File: src/rtl/uart_frame_pkg.sv
// Shared constants for the UART command-frame parser: FSM state encodings,
// error codes and the default frame start marker.
package uart_frame_pkg;

  localparam logic [7:0] SYNC_BYTE_DEFAULT = 8'hA5;

  localparam logic [2:0] ST_IDLE    = 3'd0;
  localparam logic [2:0] ST_CMD     = 3'd1;
  localparam logic [2:0] ST_LEN     = 3'd2;
  localparam logic [2:0] ST_PAYLOAD = 3'd3;
  localparam logic [2:0] ST_CHK     = 3'd4;
  localparam logic [2:0] ST_HOLD    = 3'd5;

  localparam logic [1:0] ERR_OVERRUN = 2'd0;
  localparam logic [1:0] ERR_LEN_BAD = 2'd1;
  localparam logic [1:0] ERR_CHK_BAD = 2'd2;
  localparam logic [1:0] ERR_TIMEOUT = 2'd3;

  // True while a frame is partially received and the inter-byte timer must run.
  function automatic logic isMidFrame(input logic [2:0] st);
    return (st == ST_CMD) || (st == ST_LEN) || (st == ST_PAYLOAD) || (st == ST_CHK);
  endfunction

endpackage

File: src/rtl/uart_byte_timeout.sv
// Inter-byte watchdog for UART-side blocks. Counts enabled cycles since the
// last clear and flags the cycle on which the count reaches TIMEOUT_CLKS-1.
// A clear on that same cycle suppresses the expiry, so a late byte still wins.
module uart_byte_timeout #(
  parameter int TIMEOUT_CLKS = 5000
) (
  input  logic i_Clock,
  input  logic i_Rst,
  input  logic i_Clear,
  input  logic i_Enable,
  output logic o_Expire
);

  localparam int CntW = $clog2(TIMEOUT_CLKS);
  localparam logic [CntW-1:0] LastCount = CntW'(TIMEOUT_CLKS - 1);

  logic [CntW-1:0] count_q, count_d;

  // Next count: restart on clear, when disabled, or after reaching the limit.
  always_comb begin
    count_d = count_q;
    if (i_Clear || !i_Enable) begin
      count_d = '0;
    end else if (count_q == LastCount) begin
      count_d = '0;
    end else begin
      count_d = count_q + 1'b1;
    end
  end

  // Count register.
  always_ff @(posedge i_Clock or posedge i_Rst) begin
    if (i_Rst) begin
      count_q <= '0;
    end else begin
      count_q <= count_d;
    end
  end

  assign o_Expire = i_Enable && !i_Clear && (count_q == LastCount);

endmodule

File: src/rtl/uart_rx_frame_parser.sv
// Assembles SYNC/CMD/LEN/PAYLOAD/CHK frames from the UART receiver byte
// strobe, holds checksum-valid frames under a valid/ack handshake and
// reports protocol errors as one-cycle coded pulses.
module uart_rx_frame_parser
  import uart_frame_pkg::*;
#(
  parameter logic [7:0] SYNC_BYTE    = SYNC_BYTE_DEFAULT,
  parameter int         MAX_LEN      = 16,
  parameter int         TIMEOUT_CLKS = 5000,
  localparam int        ADDR_W       = (MAX_LEN > 1) ? $clog2(MAX_LEN) : 1
) (
  input  logic              i_Clock,
  input  logic              i_Rst,
  input  logic              i_Rx_DV,
  input  logic [7:0]        i_Rx_Byte,
  input  logic              i_Frame_Ack,
  input  logic [ADDR_W-1:0] i_Rd_Addr,
  output logic              o_Frame_Valid,
  output logic [7:0]        o_Frame_Cmd,
  output logic [7:0]        o_Frame_Len,
  output logic [7:0]        o_Rd_Data,
  output logic              o_Err_Pulse,
  output logic [1:0]        o_Err_Code
);

  localparam logic [7:0]      MaxLenByte = 8'(MAX_LEN);
  localparam logic [ADDR_W:0] MaxLenAddr = (ADDR_W + 1)'(MAX_LEN);

  logic [2:0] state_q, state_d;
  logic [7:0] cmd_q, cmd_d;
  logic [7:0] len_q, len_d;
  logic [7:0] sum_q, sum_d;
  logic [7:0] idx_q, idx_d;
  logic       errPulse_q, errPulse_d;
  logic [1:0] errCode_q, errCode_d;
  logic       bufWe;
  logic [7:0] payloadBuf_q [MAX_LEN];

  logic              toExpire;
  logic [ADDR_W-1:0] writeAddr;

  assign writeAddr = idx_q[ADDR_W-1:0];

  uart_byte_timeout #(
    .TIMEOUT_CLKS(TIMEOUT_CLKS)
  ) u_timeout (
    .i_Clock (i_Clock),
    .i_Rst   (i_Rst),
    .i_Clear (i_Rx_DV),
    .i_Enable(isMidFrame(state_q)),
    .o_Expire(toExpire)
  );

  // Frame FSM: every transition is driven by a byte strobe except timeout
  // expiry, which only fires on strobe-free cycles and so never collides.
  always_comb begin
    state_d    = state_q;
    cmd_d      = cmd_q;
    len_d      = len_q;
    sum_d      = sum_q;
    idx_d      = idx_q;
    errPulse_d = 1'b0;
    errCode_d  = 2'd0;
    bufWe      = 1'b0;
    case (state_q)
      ST_IDLE: begin
        if (i_Rx_DV && (i_Rx_Byte == SYNC_BYTE)) begin
          state_d = ST_CMD;
        end
      end
      ST_CMD: begin
        if (i_Rx_DV) begin
          cmd_d   = i_Rx_Byte;
          sum_d   = i_Rx_Byte;
          state_d = ST_LEN;
        end
      end
      ST_LEN: begin
        if (i_Rx_DV) begin
          if (i_Rx_Byte > MaxLenByte) begin
            errPulse_d = 1'b1;
            errCode_d  = ERR_LEN_BAD;
            state_d    = ST_IDLE;
          end else begin
            len_d   = i_Rx_Byte;
            sum_d   = sum_q + i_Rx_Byte;
            idx_d   = 8'd0;
            state_d = (i_Rx_Byte == 8'd0) ? ST_CHK : ST_PAYLOAD;
          end
        end
      end
      ST_PAYLOAD: begin
        if (i_Rx_DV) begin
          bufWe = 1'b1;
          sum_d = sum_q + i_Rx_Byte;
          idx_d = idx_q + 8'd1;
          if (idx_q == (len_q - 8'd1)) begin
            state_d = ST_CHK;
          end
        end
      end
      ST_CHK: begin
        if (i_Rx_DV) begin
          if (i_Rx_Byte == sum_q) begin
            state_d = ST_HOLD;
          end else begin
            errPulse_d = 1'b1;
            errCode_d  = ERR_CHK_BAD;
            state_d    = ST_IDLE;
          end
        end
      end
      ST_HOLD: begin
        if (i_Rx_DV) begin
          errPulse_d = 1'b1;
          errCode_d  = ERR_OVERRUN;
        end
        if (i_Frame_Ack) begin
          state_d = ST_IDLE;
        end
      end
      default: begin
        state_d = ST_IDLE;
      end
    endcase
    if (toExpire) begin
      state_d    = ST_IDLE;
      errPulse_d = 1'b1;
      errCode_d  = ERR_TIMEOUT;
    end
  end

  // State, header, checksum and payload registers.
  always_ff @(posedge i_Clock or posedge i_Rst) begin
    if (i_Rst) begin
      state_q    <= ST_IDLE;
      cmd_q      <= 8'h00;
      len_q      <= 8'h00;
      sum_q      <= 8'h00;
      idx_q      <= 8'h00;
      errPulse_q <= 1'b0;
      errCode_q  <= 2'd0;
      for (int i = 0; i < MAX_LEN; i++) begin
        payloadBuf_q[i] <= 8'h00;
      end
    end else begin
      state_q    <= state_d;
      cmd_q      <= cmd_d;
      len_q      <= len_d;
      sum_q      <= sum_d;
      idx_q      <= idx_d;
      errPulse_q <= errPulse_d;
      errCode_q  <= errCode_d;
      if (bufWe) begin
        payloadBuf_q[writeAddr] <= i_Rx_Byte;
      end
    end
  end

  assign o_Frame_Valid = (state_q == ST_HOLD);
  assign o_Frame_Cmd   = cmd_q;
  assign o_Frame_Len   = len_q;
  assign o_Err_Pulse   = errPulse_q;
  assign o_Err_Code    = errCode_q;
  assign o_Rd_Data     = ({1'b0, i_Rd_Addr} < MaxLenAddr) ? payloadBuf_q[i_Rd_Addr] : 8'h00;

endmodule

File: config.mk
export PLATFORM = sky130hd
export DESIGN_NAME = uart_rx_frame_parser
export DESIGN_NICKNAME = d
export VERILOG_FILES = /design/src/rtl/uart_frame_pkg.sv /design/src/rtl/uart_byte_timeout.sv /design/src/rtl/uart_rx_frame_parser.sv
export SDC_FILE = /design/constraint.sdc
export NUM_CORES = 1
export LEC_CHECK = 0
export ABC_AREA = 1
export CAP_MARGIN = 20
export CORE_ASPECT_RATIO = 0.8
export CORE_MARGIN = 2
export CORE_UTILIZATION = 55
export CTS_CLUSTER_DIAMETER = 40
export DETAILED_ROUTE_END_ITERATION = 10
export GPL_TIMING_DRIVEN = 0
export PLACE_DENSITY = 0.78
export SLEW_MARGIN = 20
export SYNTH_ARGS = -nofsm -noshare
export SYNTH_HDL_FRONTEND = slang
export SYNTH_HIERARCHICAL = 1
export SYNTH_SLANG_ARGS = --single-unit
File: constraint.sdc
create_clock -name i_Clock -period 10.65 [get_ports i_Clock]
set_input_delay 2.13 -clock i_Clock [delete_from_list [all_inputs] [get_ports i_Clock]]
set_output_delay 2.13 -clock i_Clock [all_outputs]
set_load 0.02 [all_outputs]
==> run_results.csv <==
group,metric,value,unit
outcome,outcome,"completed",
global_routing,antenna_found_initial,0,
drt,dr.pass1.iters,7,
placed_design,gp_congestion,0.945,
clocking,insertion_delay,0.44,ns
sta,finalHoldViolations,0,
global_routing,grt_max_degree,86,
clocking,cts_tree,"done",
global_routing,grt_pass1_vias,7611,
drt,drc_errors,0,
placed_design,port_buffers,39,
yosys,synth_top_flop_cell,"dfrtp_1",
global_routing,grt.total_usage,29.4,%
pwr,p_leak,4.80,nW
floorplanning,pin_count,44,
sta,tightestPinTransition,0.844,ns
placed_design,pre_cts_ws,4.17,ns
global_routing,grt_pass1_wl,40.0,mm
sta,fin_tns_setup,0,ns
clocking,clockBufferDepth,2,
critical_path,path_class,"input pin to output port",
yosys,synth_area_leaders,"dfrtp_1, nand2_1, o21ai_1",
yosys,syn_area,0.00928,sq mm
yosys,synthCells,1082,
sta,rsz0062_at_grt,"no",
floorplanning,fp.dieH,120,um
sta,slew_headroom,43.7,%
critical_path,cp.required,8.52,ns
pwr,peakVddDrop,146,uV
layout,drive_above_1_share,9.53,%
drt,vias,7985,
yosys,synth_cell_types,45,
layout,final_common_cell,"nand2_1",
sta,fin_skew,0.00885,ns
yosys,yosys_warnings,6,
clocking,cts_setup_buffers,0,
critical_path,cp_max_fo,10,
pwr,p_per_area,222,mW/mm^2
layout,diodes,0,
yosys,synth_top_area_share,48.3,%
yosys,async_reset_ff_share,100,%
min_path,hold_class,"flop to flop",
clocking,htree_levels,4,
drt,drt_wl_total,25.0,mm
yosys,ys_ff_latch,179,
critical_path,crit-reg2reg-launch,"state_q[1]",
clocking,cts_root_buffer,"clkbuf_16",
layout,fin_nets,1171,
job,maxCapViolations,0,
critical_path,crit_arrival,4.50,ns
layout,layout_common_cells,"nand2_1, dfrtp_1, o21ai_1",
floorplanning,dieArea,0.0179,sq mm
global_routing,overflow,0,
floorplanning,start_util,56.0,%
clocking,ctsResizeCount,0,
drt,via_per_inst,5.81,
critical_path,startpoint_type,"input pin",
floorplanning,die_w,149,um
sta,setup_viol,0,
placed_design,dp_hpwl,17.2,mm
placed_design,placed_cells,1342,
layout,design_area,0.0106,sq mm
yosys,synth_edf_count,0,
sta,fmax,0.151,GHz
yosys,synth_top_area_cell,"dfrtp_1",
drt,wl_per_cell,18.2,um
sta,final_max_slew_viol_count,0,
sta,post-route-period-util,62.3,%
clocking,cts.clk_slew.worst_paths,0.07,ns
drt,drtIter0Drc,768,
floorplanning,num_rows,42,
clocking,cts_hold_buf,0,
yosys,syn-num-nets,1112,
sta,fin_crit,6.63,ns
floorplanning,core_area,0.0166,sq mm
yosys,syn_avg_cell_area,8.57,sq um
placed_design,post_dp_cell_area,0.00998,sq mm
critical_path,crit_start,"i_Rd_Addr[0]",
min_path,hold_start,"u_timeout/count_q[0]",
sta,post-route-worst-setup-slack,4.02,ns
drt,drtAntennaViolNets,0,
yosys,yosysSeqAreaShare,48.3,%
clocking,cts.sinks,179,
layout,areaGrowthSynthToFinish,14.0,%
clocking,numCtsBuffers,17,
critical_path,end_kind,"output port",
layout,final-instance-count-excl-fill,1374,
sta,hold_slack,0.462,ns
worst paths after layout:
check,end,slack [ns],cells after the start
max,o_Rd_Data[4],4.02,9
min,u_timeout/count_q[0],0.46,1
max reg2reg,state_q[0],7.93,15
min reg2reg,u_timeout/count_q[0],0.46,1
max in group asynchronous,payloadBuf_q[20],7.68,3
min in group asynchronous,u_timeout/count_q[1],2.18,2
critical path, stage by stage:
cell             delay [ns]
clkbuf_1               0.21
buf_2                  0.40
clkbuf_1               0.49
a21oi_1                0.15
o21ai_0                0.15
o211ai_1               0.15
nand3_1                0.18
nand2_1                0.10
clkdlybuf4s50_1        0.54
synthesized netlist by cell type, types with 3 or more instances:
| library cell | count |
|---|---|
| nor3_1 | 9 |
| xnor2_1 | 3 |
| inv_1 | 92 |
| o21ai_2 | 10 |
| nand3_2 | 3 |
| o21ai_0 | 81 |
| o31ai_1 | 3 |
| nand4_1 | 11 |
| a31oi_1 | 3 |
| inv_2 | 5 |
| ha_1 | 13 |
| nand3_1 | 39 |
| nand3_4 | 5 |
| buf_4 | 4 |
| nand2_1 | 255 |
| xor2_1 | 14 |
| clkbuf_1 | 29 |
| nand2_2 | 5 |
| a21oi_1 | 42 |
| buf_2 | 16 |
| dfrtp_1 | 179 |
| or2_2 | 3 |
| nor2_1 | 51 |
| nor2_4 | 4 |
| nand4_2 | 3 |
| o21ai_1 | 100 |
| mux2i_1 | 32 |
| nor2_2 | 5 |
| buf_1 | 4 |
| nand4_4 | 6 |
| o211ai_1 | 34 |
per-stage QoR:
stage	util [%]	power, mW
finish	63.9	2.35
global route	63.9	2.49
CTS	63.9	2.35
detailed placement	60.3	1.70
global placement	60.1	1.67
floorplan	-	1.48
area by class of cell:
| cell class | count | area, sq um |
|---|---|---|
| Fill cell | 1351 | 5980 |
| Timing Repair Buffer | 40 | 418 |
| Sequential cell | 179 | 4480 |
| Multi-Input combinational cell | 748 | 4150 |
| Clock inverter | 12 | 149 |
| Clock buffer | 20 | 447 |
| Inverter | 99 | 379 |
| Tap cell | 220 | 275 |
| Buffer | 56 | 272 |
flip-flops by register name, indices dropped and copies added (netlist names):
name	flops
payloadBuf_q	128
u_timeout/count_q	13
idx_q	8
o_Frame_Cmd	8
o_Frame_Len	8
sum_q	8
state_q	3
o_Err_Code	2
o_Err_Pulse	1
cell families (layout without fill, tap and decap cells):
kind of cell             Yosys count  in the layout  synth area share, %
AND/OR/NAND/NOR                  408            408                 21.2
AO/OA/AOI/OAI                    277            277                 16.5
flip-flops                       179            179                 48.3
buffers and inverters            155            227                 6.93
multiplexers                      32             32                 3.45
XOR/XNOR                          17             17                 1.61
adder cells (fa/ha/maj)           14             14                 1.97
metal layers:
layer	vias up	GRT usage [%]	part of all wire, %
li1	3732	-	-
met1	3834	41.9	44
met2	356	43.2	45
met3	63	8.33	9.0
met4	0	10.4	2.4
met5	-	0	0
power by group:
part | total, mW | switching, mW | internal (mW)
Combinational | 0.761 | 0.482 | 0.279
Sequential | 0.949 | 0.108 | 0.841
Clock | 0.642 | 0.284 | 0.358
Total | 2.35 | 0.875 | 1.48
Power figures use the tool's default switching activity.
